$ cat src/rtl/anfsqrt_square.sv
// anfsqrt_square: iterative shift-and-add squarer with valid/ready handshakes on both sides.
// Optional ANFSQRT_SQUARE_REM_EN adds a `rem` port that preloads the accumulator (x*x + rem).
module anfsqrt_square (
   input  logic        clk,
   input  logic        rst,
   input  logic        in_valid,
   output logic        in_ready,
   input  logic [6:0]  root,
`ifdef ANFSQRT_SQUARE_REM_EN
   input  logic [7:0]  rem,
`endif
   output logic        out_valid,
   input  logic        out_ready,
   output logic [13:0] result
);
   typedef enum logic [1:0] {S_IDLE, S_BUSY, S_DONE} state_t;
   state_t      r_state;
   logic [13:0] r_mcand;
   logic [13:0] r_acc;
   logic [13:0] r_result;
   logic [6:0]  r_mult;
   logic [2:0]  r_iter;
   logic [13:0] w_pre;
   logic [13:0] w_sum;
`ifdef ANFSQRT_SQUARE_REM_EN
   assign w_pre = {6'd0, rem};
`else
   assign w_pre = 14'd0;
`endif
   // one partial product per cycle; the sum wraps modulo 2^14
   assign w_sum     = r_acc + (r_mult[r_iter] ? r_mcand << r_iter : 14'd0);
   assign in_ready  = r_state == S_IDLE;
   assign out_valid = r_state == S_DONE;
   assign result    = r_result;
   always_ff @(posedge clk) begin
      if (rst) begin
         r_state  <= S_IDLE;
         r_mcand  <= '0;
         r_mult   <= '0;
         r_acc    <= '0;
         r_iter   <= '0;
         r_result <= '0;
      end else begin
         case (r_state)
            S_IDLE: if (in_valid) begin
               r_mcand <= {7'd0, root};
               r_mult  <= root;
               r_acc   <= w_pre;
               r_iter  <= '0;
               r_state <= S_BUSY;
            end
            S_BUSY: begin
               r_acc  <= w_sum;
               r_iter <= r_iter + 3'd1;
               if (r_iter == 3'd6) begin
                  r_result <= w_sum;
                  r_state  <= S_DONE;
               end
            end
            S_DONE: if (out_ready) r_state <= S_IDLE;
            default: r_state <= S_IDLE;
         endcase
      end
   end
endmodule

$ cat config.mk
export PLATFORM = sky130hd
export DESIGN_NAME = anfsqrt_square
export DESIGN_NICKNAME = d
export VERILOG_FILES = /design/src/rtl/anfsqrt_square.sv
export SDC_FILE = /design/constraint.sdc
export NUM_CORES = 1
export LEC_CHECK = 0
export ABC_AREA = 1
export BUFFER_PORTS_ARGS = -buffer_cell sky130_fd_sc_hd__buf_2
export CORE_AREA = 2 2 73 75
export CTS_BUF_LIST = sky130_fd_sc_hd__clkbuf_8
export DETAILED_ROUTE_END_ITERATION = 10
export DIE_AREA = 0 0 75 77
export GPL_ROUTABILITY_DRIVEN = 0
export GPL_TIMING_DRIVEN = 0
export PLACE_DENSITY = 0.8
export SKIP_LAST_GASP = 1
export SYNTH_ARGS = -nofsm -noshare
export SYNTH_HDL_FRONTEND = slang
export SYNTH_SLANG_ARGS = --single-unit
$ cat constraint.sdc
create_clock -name clk -period 2.3 [get_ports clk]
set_clock_uncertainty 0.05 [all_clocks]
set_input_delay 0.345 -clock clk [delete_from_list [all_inputs] [get_ports clk]]
set_output_delay 0.345 -clock clk [all_outputs]
set_load 0.05 [all_outputs]
==> metrics, run 1 <==
outcome finished with violations; violated checks setup timing; proportion of layout cells with a drive suffix above 1 0.347; overflow left after global routing 0; Sw Share 0.321; RSZ-0062 raised after global routing yes; Worst Path Required 2490 ps; core area 4980 µm²; Post-route DRC 0; Root Driver clkbuf_8; antenna cells 0; DRT antenna net count 0; Seq/Total Area, Yosys 0.304; number of synthesized register bits 40; R2R depth 19; critical path arrival 2820 ps; switching power 491 µW; Post-Synthesis Cell Area 2640 µm²; pre-CTS setup slack -441 ps; post-synthesis simple-gate area fraction 0.341; Post-Layout Cell Count 540; Synth Area in Compound Gates 0.121; Period minus WS final 2640 ps; endpoint type of the worst setup path flop; Post-Synth Adder-Cell Area 0.0788; R2R setup slack -340 ps; Setup crit start kind flop; 1st-iter DRT viols 215; worst setup path class flop to flop; Worst Hold Class input pin to flop; share of power burned in registers 0.478; XOR/XNOR Fraction of Synth Area 0.0233; post-synthesis mux area share 0.00380; fmax 0.379 GHz; R2R Path Start r_iter[0]; PortBufs 25; chip width 75 µm; max-slew violation count 0; CTS Sinks 40; Buffers & Inverters on Critical Path 4; Post-Place Cells 521; PwrDens 430 nW/µm²; Clock transition at path regs 80 ps; Slowest cell on crit path dfxtp_2; Boundary Pins 27; Die H 77 µm; ys async rst share 0; Final Hold Fails 0; Synth cell types 30; Slew HR 0.642; DRT Pass-1 Iters 5; Vias 2996; WL/cell 15.7 µm; WHS 209 ps; Setup TNS -4550 ps; worst hold path endpoint r_mcand[0]; largest family of logic cells by synthesized area simple AND/OR/NAND/NOR gates; Multi-input gate area 2000 µm²; syn_nets 453; CP Launch Point r_iter[0]; Clk network pwr share 0.323; CP Cell Sequence buf_6 -> inv_8 -> nand2_4 -> a21boi_4 -> nand2_2 -> o21ai_4 -> nor2_2 -> o21ai_1 -> inv_1 -> ha_4 -> nand2_2 -> nand2_2 -> nand2_2 -> nand2_2 -> inv_2 -> nand2_2 -> xor2_2 -> nand2_1 -> a21oi_2; Post-synth EDFFs 0; setup violators final 20; HP Start root[0]; Pleak 1.80 nW; Setup WS post-layout -336 ps; Hold Path Depth 3; hold_buf cts 0; Clock Latency Late Sink 300 ps; Max VDD drop 0.324 mV; internal power 1.04 mW; H-tree levels 2; clock buffer depth 2; Top cell by count, worst path nand2_2; initial antenna violation count 0; total power 1.53 mW; register area 803 µm²; Row Count 26; max incr delay on CP 380 ps; Layout area overhead 34.6%; MaxCap Viol Count 0; Post-Synthesis Cells 426; RR Endpoint r_acc[7]; YS warnings 0; CTS tree yes; worst-path fanout max 8; gr usage total 0.252; synthesized area per cell 6.19 µm²; Comb power frac 0.199; DPL Wire Length 4680 µm; first-pass GRT wire length 11300 µm; TritonCTS buffer count 5; fin nets 496; Top FF cell, synth dfxtp_1; Initial Utilization 0.530; DR vias/cell 5.55; vias in the first global route 2497; period utilization 1.15; Least-Margin Pin Slew 537 ps; die area 5780 µm²; Total Wirelength 8500 µm; Fillers 381; largest net degree at the start of global routing 15; Crit path max-delay family simple AND/OR/NAND/NOR gates
## cell families after synthesis
logic type	Yosys count
mux	1
buf+inv	80
simple gates	220
compound gates	62
flops	40
xor+xnor	7
fa+ha+maj	16
## cell usage after synthesis, types with 3 or more instances
library cell | count | area share
o21ai_1 | 7 | 0.013
ha_1 | 15 | 0.071
nor2_1 | 56 | 0.080
a21oi_1 | 31 | 0.059
buf_6 | 3 | 0.013
inv_1 | 62 | 0.088
nand2_1 | 131 | 0.19
nor3_1 | 4 | 0.0076
dfxtp_1 | 40 | 0.30
o21ai_0 | 21 | 0.040
nand3_1 | 21 | 0.040
buf_2 | 3 | 0.0057
xor2_1 | 6 | 0.020
nand4_1 | 3 | 0.0071
clkbuf_1 | 4 | 0.0057
## power by group through the flow
stage | combinational [mW] | clock (mW) | sequential (mW)
finish | 0.304 | 0.493 | 0.729
global route | 0.324 | 0.532 | 0.731
CTS | 0.237 | 0.495 | 0.725
detailed placement | 0.193 | 0 | 0.738
global placement | 0.190 | 0 | 0.737
floorplan | 0.146 | 0 | 0.734
## tightest hold or removal path: cells and delay by family
kind	cells	cell delay, ps
buffers and inverters	1	70
AND/OR/NAND/NOR	2	110
## cell type report
| class | count | share of cell area |
|---|---|---|
| tap | 70 | 0.0247 |
| buffer | 12 | 0.0257 |
| clock inverter | 3 | 0.00670 |
| timing repair buffer | 37 | 0.0600 |
| clock buffer | 5 | 0.0194 |
| sequential | 40 | 0.226 |
| multi-input combinational | 306 | 0.563 |
| inverter | 67 | 0.0737 |
## per-layer routing
layer	part of all wire	wire (µm)	vias to the layer above	global-route usage
met5	0	0	-	0
met4	0.046	389	0	0.0804
met3	0.064	547	43	0.0539
met2	0.51	4370	170	0.420
met1	0.38	3200	1367	0.318
li1	-	-	1416	-
## timing repair
action	in CTS	in global routing
cloned	1	0
pin swaps	18	32
hold endpoints to repair	0	0
endpoints found under the setup margin	24	22
buffers inserted	3	8
resized for setup	64	79
## worst max path at each step
stage               slack [ps]       end  depth (start not counted)
floorplan                   40  r_acc[8]                         18
global placement          -350  r_acc[8]                         10
detailed placement        -440  r_acc[8]                         10
CTS                        -90  r_acc[9]                         18
global route              -400  r_acc[7]                         18
finish                    -340  r_acc[7]                         19
## registers in the layout, indices dropped and copies added (netlist names)
register,flops
r_acc,14
r_mcand,7
r_state,2
r_iter,3
result,14
## cell usage in the layout, fill, tap and decap left out, drive strengths merged
master and instances:
nand3b 1, a21oi 32, xor2 6, nor3 5, mux2i 1, xnor2 1
dfxtp 40, a21boi 1, clkinvlp 2, o21ai 28, a211oi 1, clkbuf 9
nor2 58, inv 66, fa 1, nand2 131, clkinv 2, nand3 21
or2 1, nand4 3, buf 45, ha 15
## through the flow
step	utilization	cell area (µm²)
6_report	0.713	3550
5_1_grt	0.713	3550
4_1_cts	0.642	3190
3_5_place_dp	0.572	2850
3_3_place_gp	0.572	2850
2_1_floorplan	-	2640
No activity file was read; power rests on OpenSTA's default activity.
==> run 2: changes to the inputs <==
--- a/config.mk
+++ b/config.mk
@@ -13,7 +13,7 @@
 export DIE_AREA = 0 0 75 77
 export GPL_ROUTABILITY_DRIVEN = 0
 export GPL_TIMING_DRIVEN = 0
-export PLACE_DENSITY = 0.8
+export PLACE_DENSITY = 0.75
 export SKIP_LAST_GASP = 1
 export SYNTH_ARGS = -nofsm -noshare
 export SYNTH_HDL_FRONTEND = slang
==> metrics, run 2 (synthesized netlist as in run 1, its figures left out) <==
initial antenna violation count 0 (unchanged); WL/cell 14.5 µm (-7.6%); max incr delay on CP 380 ps (about the same); endpoint type of the worst setup path flop; Sw Share 0.318 (-0.00395); Worst Hold Class input pin to flop; DR vias/cell 5.42 (-2.3%); worst setup path class flop to flop; Final Util 0.722 (+0.00930); DRT Pass-1 Iters 5 (unchanged); TritonCTS buffer count 5 (unchanged); gr usage total 0.246 (-0.00626); commonest cells after routing, fill and taps aside nand2_1 (88), inv_1 (54), nor2_1 (45); Setup WS post-layout -307 ps (+28.2 ps); Placed Area 2850 µm² (unchanged); Clock transition at path regs 90 ps (about the same); proportion of layout cells with a drive suffix above 1 0.366 (+0.0195); switching power 484 µW (-1.3%); CTS Sinks 40 (unchanged); outcome finished with violations; die area 5780 µm² (unchanged); RR Endpoint r_acc[7]; CTS tree yes; antenna cells 0 (unchanged); Slowest cell on crit path dfxtp_4; WHS 216 ps (+7.47 ps); core area 4980 µm² (unchanged); largest net degree at the start of global routing 15 (unchanged); Comb power frac 0.201 (+0.002); clock buffer depth 2 (unchanged); Top cell by count, worst path nand2_2; Worst Path Required 2480 ps (about the same); Post-Place Cells 521 (unchanged); Boundary Pins 27 (unchanged); vias in the first global route 2605 (+4.3%); Clock Latency Late Sink 300 ps (about the same); R2R setup slack -310 ps (+30 ps); Final Instance Area 3590 µm² (+1.3%); violated checks setup timing; Least-Margin Pin Slew 572 ps (+35.7 ps); PortBufs 25 (unchanged); Period minus WS final 2610 ps (-28.2 ps); Die H 77 µm (unchanged); DRT antenna net count 0 (unchanged); Clk network pwr share 0.321 (-0.002); Pleak 1.82 nW (+0.93%); first-pass GRT wire length 11200 µm (-0.85%); fmax 0.384 GHz (+1.1%); MaxCap Viol Count 0 (unchanged); critical path arrival 2790 ps (-30 ps); R2R depth 19 (unchanged); PwrDens 424 nW/µm² (-1.4%); critical path endpoint r_acc[7]; CP Launch Point r_iter[0]; Setup crit start kind flop; Post-route DRC 0 (unchanged); Initial Utilization 0.530 (unchanged); 1st-iter DRT viols 188 (-13%); fin nets 501 (+1.0%); H-tree levels 2 (unchanged); period utilization 1.13 (-0.0122); Max VDD drop 0.310 mV (-4.2%); Layout area overhead 36.3%; RSZ-0062 raised after global routing yes; Row Count 26 (unchanged); Vias 2954 (-1.4%); max-slew violation count 0 (unchanged); Final Hold Fails 0 (unchanged); Post-Layout Cell Count 545 (+0.93%); DPL Wire Length 4680 µm (about the same); setup violators final 20 (unchanged); overflow left after global routing 0 (unchanged); R2R Path Start r_iter[0]; chip width 75 µm (unchanged); worst-path fanout max 7 (-1); Total Wirelength 7930 µm (-6.7%); CP Cell Sequence buf_8 -> clkinv_8 -> nand2_4 -> a21boi_4 -> nand2_1 -> o21ai_2 -> nor2_1 -> o21ai_1 -> inv_1 -> ha_4 -> nand2_1 -> nand2_2 -> nand2_2 -> nand2_2 -> inv_2 -> nand2_2 -> xor2_2 -> nand2_1 -> a21oi_1; Root Driver clkbuf_8; share of power burned in registers 0.478 (about the same); internal power 1.04 mW (+0.49%); Slew HR 0.618 (-0.0238); commonest non-fill, non-tap cell in the layout nand2_1
-- run 2: cell types whose count changed in the layout (fill, tap and decap cells not counted), moves of 2 or more --
cell,before,now
buf_4,12,17
nand2_1,94,88
nand2_2,28,36
nand2_4,9,7
nand3_1,11,9
nand3_2,7,9
nor2_2,7,3
nor2_4,7,10
o21ai_0,9,12
o21ai_1,14,10
o21ai_2,4,6
-- run 2: critical path: cells and delay by family (launching register included) --
kind,cells,cell delay (ps)
compound gates,4,520
xor+xnor,1,180
fa+ha+maj,1,320
buf+inv,4,350
flops,1,380
simple gates,9,720
-- run 2: layer usage --
| layer | vias to the layer above | part of all wire | GRT usage |
|---|---|---|---|
| li1 | 1423 | - | - |
| met4 | 0 | 0.034 | 0.0911 |
| met3 | 25 | 0.058 | 0.0355 |
| met2 | 131 | 0.52 | 0.421 |
| met1 | 1375 | 0.39 | 0.305 |
| met5 | - | 0 | 0 |
-- run 2: how the worst min path moves through the flow --
stage                     cells after the start       from          to
after floorplan                               2   r_acc[2]    r_acc[2]
after global placement                        2  result[2]   result[2]
after detailed placement                      2  result[0]   result[0]
after CTS                                     3    root[6]  r_mcand[6]
after global routing                          4  out_ready  r_state[1]
final                                         3    root[3]  r_mcand[3]
-- run 2: what timing repair did --
action	in CTS	in global routing
hold buffers	0	0
cloned	1	0
pin swaps	22	52
hold endpoints to repair	0	0
buffers inserted	9	7
gates resized for setup	81	67
setup endpoints to repair	22	22
-- run 2: final cells by class --
cell class | instances | area [µm²]
Multi-Input combinational cell | 306 | 2000
Fill cell | 378 | 1380
Clock buffer | 5 | 68.8
Clock inverter | 3 | 23.8
Tap cell | 70 | 87.6
Sequential cell | 40 | 806
Inverter | 67 | 267
Timing Repair Buffer | 42 | 254
Buffer | 12 | 91.3
-- run 2: stage by stage --
step	setup WS, ps	setup TNS [ps]	power, mW
4_1_cts	-92.0	-758	1.47
5_1_grt	-408	-6440	1.59
3_3_place_gp	-393	-4980	0.929
3_5_place_dp	-420	-5910	0.932
6_report	-307	-4170	1.53
2_1_floorplan	40.9	0	0.881
-- run 2: power groups by stage --
stage / Clock [mW] / Combinational (mW) / Sequential (mW)
floorplan: 0 / 0.146 / 0.734
global placement: 0 / 0.191 / 0.737
detailed placement: 0 / 0.194 / 0.738
CTS: 0.496 / 0.250 / 0.726
global route: 0.525 / 0.330 / 0.731
finish: 0.489 / 0.307 / 0.729
==> run 3: changes to the inputs <==
--- a/config.mk
+++ b/config.mk
@@ -13,7 +13,7 @@
 export DIE_AREA = 0 0 75 77
 export GPL_ROUTABILITY_DRIVEN = 0
 export GPL_TIMING_DRIVEN = 0
-export PLACE_DENSITY = 0.75
+export PLACE_DENSITY = 0.83
 export SKIP_LAST_GASP = 1
 export SYNTH_ARGS = -nofsm -noshare
 export SYNTH_HDL_FRONTEND = slang
==> metrics, run 3 (synthesized netlist as in run 1, its figures left out) <==
chip width 75 µm (unchanged); Setup WS post-layout -199 ps (+108 ps); vias in the first global route 2568 (-1.4%); Pleak 1.77 nW (-2.9%); max-slew violation count 0 (unchanged); R2R Path Start r_iter[0]; MaxCap Viol Count 0 (unchanged); Root Driver clkbuf_8; Layout area overhead 32.7%; TritonCTS buffer count 5 (unchanged); overflow left after global routing 0 (unchanged); largest net degree at the start of global routing 13 (-2); critical path arrival 2680 ps (-110 ps); Placed Area 2850 µm² (unchanged); Initial Utilization 0.530 (unchanged); endpoint type of the worst setup path flop; PwrDens 431 nW/µm² (+1.5%); DRT antenna net count 0 (unchanged); CTS tree yes; clock buffer depth 2 (unchanged); Setup TNS -2960 ps (+1210 ps); DRT Pass-1 Iters 5 (unchanged); Worst Hold Class input pin to flop; R2R depth 20 (+1); setup violators final 21 (+5.0%); HP Start root[4]; worst hold path endpoint r_mcand[4]; initial antenna violation count 0 (unchanged); fin nets 496 (-1.0%); commonest cells after routing, fill and taps aside nand2_1 (97), inv_1 (55), nor2_1 (45); PortBufs 25 (unchanged); worst setup path class flop to flop; commonest non-fill, non-tap cell in the layout nand2_1; 1st-iter DRT viols 211 (+12%); Least-Margin Pin Slew 542 ps (-30.5 ps); Boundary Pins 27 (unchanged); die area 5780 µm² (unchanged); Worst Path Required 2480 ps (about the same); Max VDD drop 0.384 mV (+24%); RR Endpoint r_acc[10]; Vias 2898 (-1.9%); Final Instance Area 3500 µm² (-2.6%); antenna cells 0 (unchanged); proportion of layout cells with a drive suffix above 1 0.332 (-0.0344); worst-path fanout max 8 (+1); Slew HR 0.639 (+0.0203); Post-route DRC 0 (unchanged); Clock transition at path regs 80 ps (about the same); Setup crit start kind flop; Final Hold Fails 0 (unchanged); DPL Wire Length 4680 µm (about the same); outcome finished with violations; Period minus WS final 2500 ps (-108 ps); H-tree levels 2 (unchanged); period utilization 1.09 (-0.0469); R2R setup slack -200 ps (+110 ps); gr usage total 0.257 (+0.0104); DR vias/cell 5.37 (-0.99%); core area 4980 µm² (unchanged); Row Count 26 (unchanged); Die H 77 µm (unchanged); CTS Sinks 40 (unchanged); Total Wirelength 7890 µm (-0.47%); RSZ-0062 raised after global routing yes; fmax 0.400 GHz (+4.3%); violated checks setup timing; Hold Path Depth 3 (unchanged); WL/cell 14.6 µm (+0.45%); first-pass GRT wire length 11500 µm (+2.8%); Clock Latency Late Sink 300 ps (about the same)
==> run 3: changes by cell type in the layout (fill, tap and decap cells not counted), sizes merged <==
cell / before / now
buf: 50 / 45
clkinvlp: 2 / 0
clkbuf: 9 / 10
inv: 65 / 66
==> run 3: worst max path at each step <==
stage                     startpoint          to  slack (ps)
after CTS                  r_iter[0]  result[13]         -70
after floorplan            r_iter[0]    r_acc[8]          40
after detailed placement   r_iter[1]    r_acc[8]        -390
after global placement     r_iter[1]    r_acc[8]        -340
final                      r_iter[0]   r_acc[10]        -200
after global routing       r_iter[0]  result[10]        -380
==> run 3: repair_timing <==
action / in CTS / in global routing
pin swaps: 28 / 30
cloned: 0 / 0
hold buffers: 0 / 0
buffers inserted: 7 / 5
gates resized for setup: 80 / 48
setup endpoints to repair: 22 / 22
==> run 3: critical path: stages (launching register included) <==
cell and delay [ps]:
dfxtp_2 360, buf_8 150, inv_8 50, nand2_4 50, a21boi_4 220, nand2_2 90, o21ai_2 80, nor2_1 60
o21ai_1 120, inv_1 80, ha_4 310, nand2_2 90, inv_2 70, nand2_1 50, nand2_1 50, nand2_1 90
nand3_1 90, nand2_1 60, nand2_1 90, nand2_1 80, a21oi_1 120
==> run 3: layout make-up <==
cell class | count | area (µm²)
plain buffers | 12 | 101
fillers | 379 | 1480
multi-input cells | 306 | 1940
flip-flops and latches | 40 | 803
clock inverters | 2 | 10.0
well taps | 70 | 87.6
clock buffers | 6 | 82.6
inverters | 67 | 262
repair buffers | 37 | 215
==> run 3: report_power, final <==
| part | switching, mW | leakage [nW] | internal, mW |
|---|---|---|---|
| registers | 0.0176 | 0.325 | 0.710 |
| clock network | 0.254 | 0.0510 | 0.240 |
| logic | 0.180 | 1.39 | 0.107 |
| total | 0.451 | 1.77 | 1.06 |
==> run 3: layer usage <==
layer  track usage  wire length [µm]  vias up
met4         0.113               295        0
met5             0                 0        -
li1              -                 -     1411
met3        0.0486               410       34
met2         0.425              3950      115
met1         0.316              3240     1338
==> run 3: stage by stage <==
stage	util	power [mW]	instances	setup WS, ps	hold WS [ps]
2_1_floorplan	-	0.881	426	40.9	393
4_1_cts	0.659	1.47	535	-65.1	211
5_1_grt	0.703	1.57	540	-379	224
6_report	0.703	1.51	540	-199	214
3_5_place_dp	0.572	0.930	521	-388	398
3_3_place_gp	0.572	0.927	521	-344	393
